===== src/rtl/sh2_mem_arbiter.sv =====
// sh2_mem_arbiter
// Shares one synchronous work-RAM port between two SH-2-style bus masters.
// A master raises REQ and holds it until a one-CE-period RDY pulse; the
// arbiter grants one master, drives the RAM for 1+WAIT_CYCLES CE strobes,
// returns read data, then spends one strobe in DONE before re-arbitrating.
// All state and outputs advance only on CLK edges with CE_R=1.
//
// Ports:
//   CLK, RST (sync, active high), CE_R (clock enable)
//   Mx_REQ/Mx_A/Mx_DO/Mx_WE_N  master x request, byte address, write data,
//                              active-low byte enables (4'hF = read)
//   Mx_DI/Mx_RDY               read data and one-strobe completion pulse
//   MEM_A/MEM_DI/MEM_WE/MEM_RD RAM address, write data, byte strobes, read enable
//   MEM_DO                     RAM read data, valid while MEM_RD is held
//   GNT                        one-hot current owner, 2'b00 when idle
module sh2_mem_arbiter #(
    parameter int ADDR_W      = 27,
    parameter int WAIT_CYCLES = 2,
    parameter bit FIXED_PRIO  = 1'b0
) (
    input  logic              CLK,
    input  logic              RST,
    input  logic              CE_R,
    input  logic              M0_REQ,
    input  logic [ADDR_W-1:0] M0_A,
    input  logic [31:0]       M0_DO,
    input  logic [3:0]        M0_WE_N,
    output logic [31:0]       M0_DI,
    output logic              M0_RDY,
    input  logic              M1_REQ,
    input  logic [ADDR_W-1:0] M1_A,
    input  logic [31:0]       M1_DO,
    input  logic [3:0]        M1_WE_N,
    output logic [31:0]       M1_DI,
    output logic              M1_RDY,
    output logic [ADDR_W-1:0] MEM_A,
    output logic [31:0]       MEM_DI,
    output logic [3:0]        MEM_WE,
    output logic              MEM_RD,
    input  logic [31:0]       MEM_DO,
    output logic [1:0]        GNT
);

    typedef enum logic [1:0] {
        ST_IDLE,
        ST_ACCESS,
        ST_DONE
    } state_t;

    state_t              state;
    logic [3:0]          cnt;
    logic                owner;    // 0 = master 0, 1 = master 1
    logic                rr_last;  // owner of the most recently completed access
    logic                pick;
    logic [ADDR_W-1:0]   sel_a;
    logic [31:0]         sel_do;
    logic [3:0]          sel_we_n;

    // Arbitration: a lone requester wins; on a tie either master 0 (fixed)
    // or whichever master did not own the previous access (round-robin).
    always_comb begin
        pick = 1'b0;
        if (M0_REQ && M1_REQ) begin
            pick = FIXED_PRIO ? 1'b0 : ~rr_last;
        end else if (M1_REQ) begin
            pick = 1'b1;
        end
        sel_a    = pick ? M1_A    : M0_A;
        sel_do   = pick ? M1_DO   : M0_DO;
        sel_we_n = pick ? M1_WE_N : M0_WE_N;
    end

    always_ff @(posedge CLK) begin
        if (RST) begin
            state   <= ST_IDLE;
            cnt     <= '0;
            owner   <= 1'b0;
            rr_last <= 1'b1;
            M0_DI   <= '0;
            M0_RDY  <= 1'b0;
            M1_DI   <= '0;
            M1_RDY  <= 1'b0;
            MEM_A   <= '0;
            MEM_DI  <= '0;
            MEM_WE  <= '0;
            MEM_RD  <= 1'b0;
            GNT     <= '0;
        end else if (CE_R) begin
            case (state)
                ST_IDLE: begin
                    if (M0_REQ || M1_REQ) begin
                        owner  <= pick;
                        GNT    <= pick ? 2'b10 : 2'b01;
                        MEM_A  <= sel_a;
                        MEM_DI <= sel_do;
                        if (sel_we_n != 4'hF) begin
                            MEM_WE <= ~sel_we_n;
                            MEM_RD <= 1'b0;
                        end else begin
                            MEM_WE <= '0;
                            MEM_RD <= 1'b1;
                        end
                        cnt   <= 4'(WAIT_CYCLES);
                        state <= ST_ACCESS;
                    end
                end
                ST_ACCESS: begin
                    // Write strobe lasts exactly the first ACCESS period.
                    MEM_WE <= '0;
                    if (cnt != '0) begin
                        cnt <= cnt - 4'd1;
                    end else begin
                        // MEM_RD still marks a read here; it drops on this edge.
                        if (owner) begin
                            if (MEM_RD) M1_DI <= MEM_DO;
                            M1_RDY <= M1_REQ;
                        end else begin
                            if (MEM_RD) M0_DI <= MEM_DO;
                            M0_RDY <= M0_REQ;
                        end
                        MEM_RD  <= 1'b0;
                        rr_last <= owner;
                        state   <= ST_DONE;
                    end
                end
                ST_DONE: begin
                    M0_RDY <= 1'b0;
                    M1_RDY <= 1'b0;
                    GNT    <= '0;
                    state  <= ST_IDLE;
                end
                default: state <= ST_IDLE;
            endcase
        end
    end

endmodule


===== config.mk =====
export PLATFORM = sky130hd
export DESIGN_NAME = sh2_mem_arbiter
export DESIGN_NICKNAME = d
export VERILOG_FILES = /design/src/rtl/sh2_mem_arbiter.sv
export SDC_FILE = /design/constraint.sdc
export NUM_CORES = 1
export LEC_CHECK = 0
export ABC_AREA = 1
export CORE_MARGIN = 2
export CORE_UTILIZATION = 44
export CTS_BUF_LIST = sky130_fd_sc_hd__clkbuf_4 sky130_fd_sc_hd__clkbuf_8 sky130_fd_sc_hd__clkbuf_16
export DETAILED_ROUTE_END_ITERATION = 6
export GPL_ROUTABILITY_DRIVEN = 0
export PLACE_DENSITY = 0.82
export SLEW_MARGIN = 20
export SYNTH_ARGS = -nofsm -noshare
export SYNTH_HDL_FRONTEND = slang
export SYNTH_SLANG_ARGS = --single-unit

===== constraint.sdc =====
create_clock -name CLK -period 3.2 [get_ports CLK]
set_clock_uncertainty 0.05 [all_clocks]
set_input_delay 0.64 -clock CLK [delete_from_list [all_inputs] [get_ports CLK]]
set_output_delay 0.64 -clock CLK [all_outputs]
set_load 0.005 [all_outputs]

==> load_flow_metrics.sql <==
INSERT INTO impl_metrics (metric_group, metric, value, unit) VALUES
('cells_and_area', 'finalNonFillerCells', '1264', ''),
('yosys', 'post_synth_edffs', '0', ''),
('detailed_routing', 'drt-pass1-iter-count', '5', ''),
('yosys', 'synth_async_sr_flop_share', '0', ''),
('clock_tree', 'cts-resized-gates', '0', ''),
('clock_tree', 'clock-root-buffer', 'sky130_fd_sc_hd__clkbuf_16', ''),
('timing', 'setup_viol_count_final', '0', ''),
('die', 'start_util', '0.453', ''),
('die', 'core', '13300', 'um2'),
('detailed_routing', 'drt_iter0_markers', '342', ''),
('global_route', 'grt.overflow.total', '0', ''),
('yosys', 'synth.ff_latch_count', '140', ''),
('critical_path', 'arr_time_crit_path', '2.56', 'ns'),
('pwr', 'cell_area_power_density', '459', 'nW/um2'),
('clock_tree', 'clock_sinks', '140', ''),
('yosys', 'synth.yosys.seq_area_share', '0.466', ''),
('detailed_routing', 'routed_wire_per_std_cell', '15.1', 'um'),
('yosys', 'yosysTopAreaCell', 'sky130_fd_sc_hd__dfxtp_1', ''),
('die', 'die_height', '121', 'um'),
('clock_tree', 'tritoncts', 'done', ''),
('min_path', 'class_of_the_worst_hold_path', 'reg2reg', ''),
('global_route', 'via_count_of_the_first_global_routing_pass', '5954', ''),
('yosys', 'synthTopCellsByCount', 'sky130_fd_sc_hd__nand2_1 (144), sky130_fd_sc_hd__dfxtp_1 (140), sky130_fd_sc_hd__o21ai_0 (102), sky130_fd_sc_hd__nand3_1 (98), sky130_fd_sc_hd__nor2_1 (75)', ''),
('global_route', 'total_routing_usage_gr', '0.257', ''),
('yosys', 'synth_cell_type_count', '30', ''),
('pwr', 'total_leakage_power', '3.75', 'nW'),
('die', 'die_area', '14600', 'um2'),
('flow_run', 'max_cap_viols', '0', ''),
('critical_path', 'timing.critical_path.from_type', 'primary input', ''),
('timing', 'max_slew_margin', '0.317', ''),
('cells_and_area', 'multi_input_area', '2770', 'um2'),
('cells_and_area', 'antenna_cells', '0', ''),
('cells_and_area', 'design.final.nets', '1242', ''),
('global_route', 'antenna_found_initial', '0', ''),
('clock_tree', 'worst_skew_pair.late_latency', '0.40', 'ns'),
('timing', 'timing.final.crit_period', '2.35', 'ns'),
('die', 'placement_rows', '42', ''),
('timing', 'maxClockFrequency', '426', 'MHz'),
('detailed_routing', 'vias', '6294', ''),
('critical_path', 'worstPathMaxFanout', '49', ''),
('yosys', 'yosys_warnings', '0', ''),
('pwr', 'max-vdd-ir-drop', '359', 'uV'),
('timing', 'maxSlewViolCount', '0', ''),
('cells_and_area', 'sequential_cell_area', '2800', 'um2'),
('yosys', 'synthDominantCellAreaShare', '0.466', ''),
('yosys', 'yosys_most_used_dff', 'sky130_fd_sc_hd__dfxtp_1', ''),
('cells_and_area', 'finalCoreUtilization', '0.720', ''),
('clock_tree', 'cts-htree-levels', '4', ''),
('yosys', 'synth.cell_area', '6020', 'um2'),
('detailed_routing', 'detail_route.drc_violations', '0', ''),
('yosys', 'cells_after_synth', '808', ''),
('die', 'io-pin-count', '295', ''),
('cells_and_area', 'fillers', '1096', ''),
('timing', 'hold_viol_final', '0', ''),
('yosys', 'post_synth.cell_area_avg', '7.45', 'um2'),
('clock_tree', 'cts_buffers', '17', ''),
('timing', 'fin_setup_tns', '0', 'ns'),
('clock_tree', 'clk_pin_slew', '0.06', 'ns'),
('critical_path', 'worstSetupEndpointType', 'register', ''),
('critical_path', 'setup.worst_path.class', 'in2reg', ''),
('yosys', 'synth_top_cells_by_area', 'sky130_fd_sc_hd__dfxtp_1 (47%), sky130_fd_sc_hd__nand2_1 (9.0%), sky130_fd_sc_hd__o21ai_0 (8.5%), sky130_fd_sc_hd__nand3_1 (8.1%), sky130_fd_sc_hd__or2_2 (6.0%)', ''),
('global_route', 'grt_max_degree', '96', ''),
('status', 'outcome', 'finished clean', ''),
('placed_design', 'dpl.cell_count', '1234', ''),
('placed_design', 'buffer_ports.inserted', '294', ''),
('timing', 'unrepaired_setup_endpoints_after_global_routing', 'false', ''),
('detailed_routing', 'avgViaCountPerCell', '4.98', ''),
('cells_and_area', 'area_growth', '59.1', '%'),
('die', 'die_width', '121', 'um'),
('clock_tree', 'clockBufferDepth', '2', ''),
('cells_and_area', 'final_layout_size_suffix_gt1_frac', '0.124', ''),
('critical_path', 'required', '3.41', 'ns'),
('detailed_routing', 'postRouteAntennaNets', '0', ''),
('clock_tree', 'cts_setup_buffers', '0', ''),
('timing', 'fin_crit_sh', '0.734', ''),
('yosys', 'synth_nets', '973', ''),
('global_route', 'grt_pass1_wl', '29600', 'um'),
('timing', 'worstMarginPinSlew', '1.02', 'ns'),
('clock_tree', 'ctsHoldBuffers', '0', ''),
('detailed_routing', 'wl', '19100', 'um'),
('placed_design', 'dp.final_hpwl', '13800', 'um'),
('yosys', 'synthMostInstantiatedCell', 'sky130_fd_sc_hd__nand2_1', '');
-- cells in the final DEF (no fill, tap or decap) --
cell type,count
sky130_fd_sc_hd__nor2_4,2
sky130_fd_sc_hd__o21ai_2,20
sky130_fd_sc_hd__xnor2_1,1
sky130_fd_sc_hd__nand3b_1,1
sky130_fd_sc_hd__nand2_1,144
sky130_fd_sc_hd__or2_2,58
sky130_fd_sc_hd__nand4_1,2
sky130_fd_sc_hd__nor2_1,75
sky130_fd_sc_hd__inv_1,45
sky130_fd_sc_hd__clkdlybuf4s50_1,293
sky130_fd_sc_hd__clkbuf_4,3
sky130_fd_sc_hd__a21oi_1,48
sky130_fd_sc_hd__clkbuf_8,2
sky130_fd_sc_hd__dfxtp_1,140
sky130_fd_sc_hd__nand3_1,98
sky130_fd_sc_hd__nand2_2,2
sky130_fd_sc_hd__nor3_4,1
sky130_fd_sc_hd__nand3_2,1
sky130_fd_sc_hd__inv_4,1
sky130_fd_sc_hd__nand4_4,1
sky130_fd_sc_hd__o21ai_1,1
sky130_fd_sc_hd__a211oi_1,1
sky130_fd_sc_hd__buf_2,1
sky130_fd_sc_hd__nor2_2,2
sky130_fd_sc_hd__o21ai_0,102
sky130_fd_sc_hd__inv_2,3
sky130_fd_sc_hd__nand2_4,1
sky130_fd_sc_hd__buf_4,11
sky130_fd_sc_hd__clkbuf_16,17
sky130_fd_sc_hd__clkinv_4,1
sky130_fd_sc_hd__bufinv_16,2
sky130_fd_sc_hd__ha_1,2
sky130_fd_sc_hd__clkinv_2,6
-- report_power, final --
part,internal [mW],leakage (nW),switching (mW)
logic,0.375,2.33,0.286
registers,1.82,1.14,0.0424
clock network,1.20,0.290,0.678
-- worst max-delay path, cell delays in order --
cell,delay [ns]
sky130_fd_sc_hd__clkdlybuf4s50_1,0.53
sky130_fd_sc_hd__nor2_2,0.22
sky130_fd_sc_hd__nor2_4,0.05
sky130_fd_sc_hd__nand2_4,0.07
sky130_fd_sc_hd__inv_4,0.05
sky130_fd_sc_hd__nand2_2,0.25
sky130_fd_sc_hd__buf_4,0.51
sky130_fd_sc_hd__o21ai_0,0.21
-- final timing paths --
kind	cells after the start	from	slack [ns]	end
max reg2reg	8	cnt[0]	0.98	M0_DI[12]
min reg2reg	2	M1_RDY	0.40	M1_RDY
max	8	M1_REQ	0.85	MEM_DI[6]
min	2	M1_RDY	0.40	M1_RDY
-- metrics by stage --
stage / worst slack (ns) / hold slack, ns / total power [mW] / area, um2
2_1_floorplan: 1.53 / 0.373 / 2.15 / 6020
6_report: 0.850 / 0.399 / 4.40 / 9580
3_3_place_gp: 0.540 / 0.388 / 2.55 / 9010
5_1_grt: 0.734 / 0.430 / 4.57 / 9580
4_1_cts: 0.869 / 0.402 / 4.44 / 9580
3_5_place_dp: 0.456 / 0.395 / 2.56 / 9010
-- sequential cells by signal, summed over array words and instances, names as in the netlist, 2 cells and up --
name	flops
GNT	2
MEM_WE	4
state	2
MEM_DI	32
M0_DI	32
MEM_A	27
cnt	4
M1_DI	32
-- cell type report --
type,instances,area share
clock buffer,22,0.0496
clock inverter,8,0.00980
inverter,50,0.0200
multi-input combinational,563,0.290
sequential,140,0.293
tap,176,0.0230
timing repair buffer,305,0.315
-- cells by family (layout without fill, tap and decap cells) --
family          Yosys count  after routing  synth area share
xor+xnor                  1              1           0.00146
fa+ha+maj                 2              2           0.00416
buf+inv                 105            385            0.0734
compound gates          172            172             0.156
simple gates            388            388             0.299
flops                   140            140             0.466
-- routing by layer --
| layer | track usage | part of all wire | wire, um | vias up |
|---|---|---|---|---|
| li1 | - | - | - | 3170 |
| met1 | 0.288 | 0.39 | 7430 | 2811 |
| met2 | 0.440 | 0.49 | 9340 | 271 |
| met3 | 0.0945 | 0.091 | 1740 | 42 |
| met4 | 0.105 | 0.031 | 589 | 0 |
| met5 | 0 | 0 | 0 | - |
No activity file was read; power rests on OpenSTA's default activity.
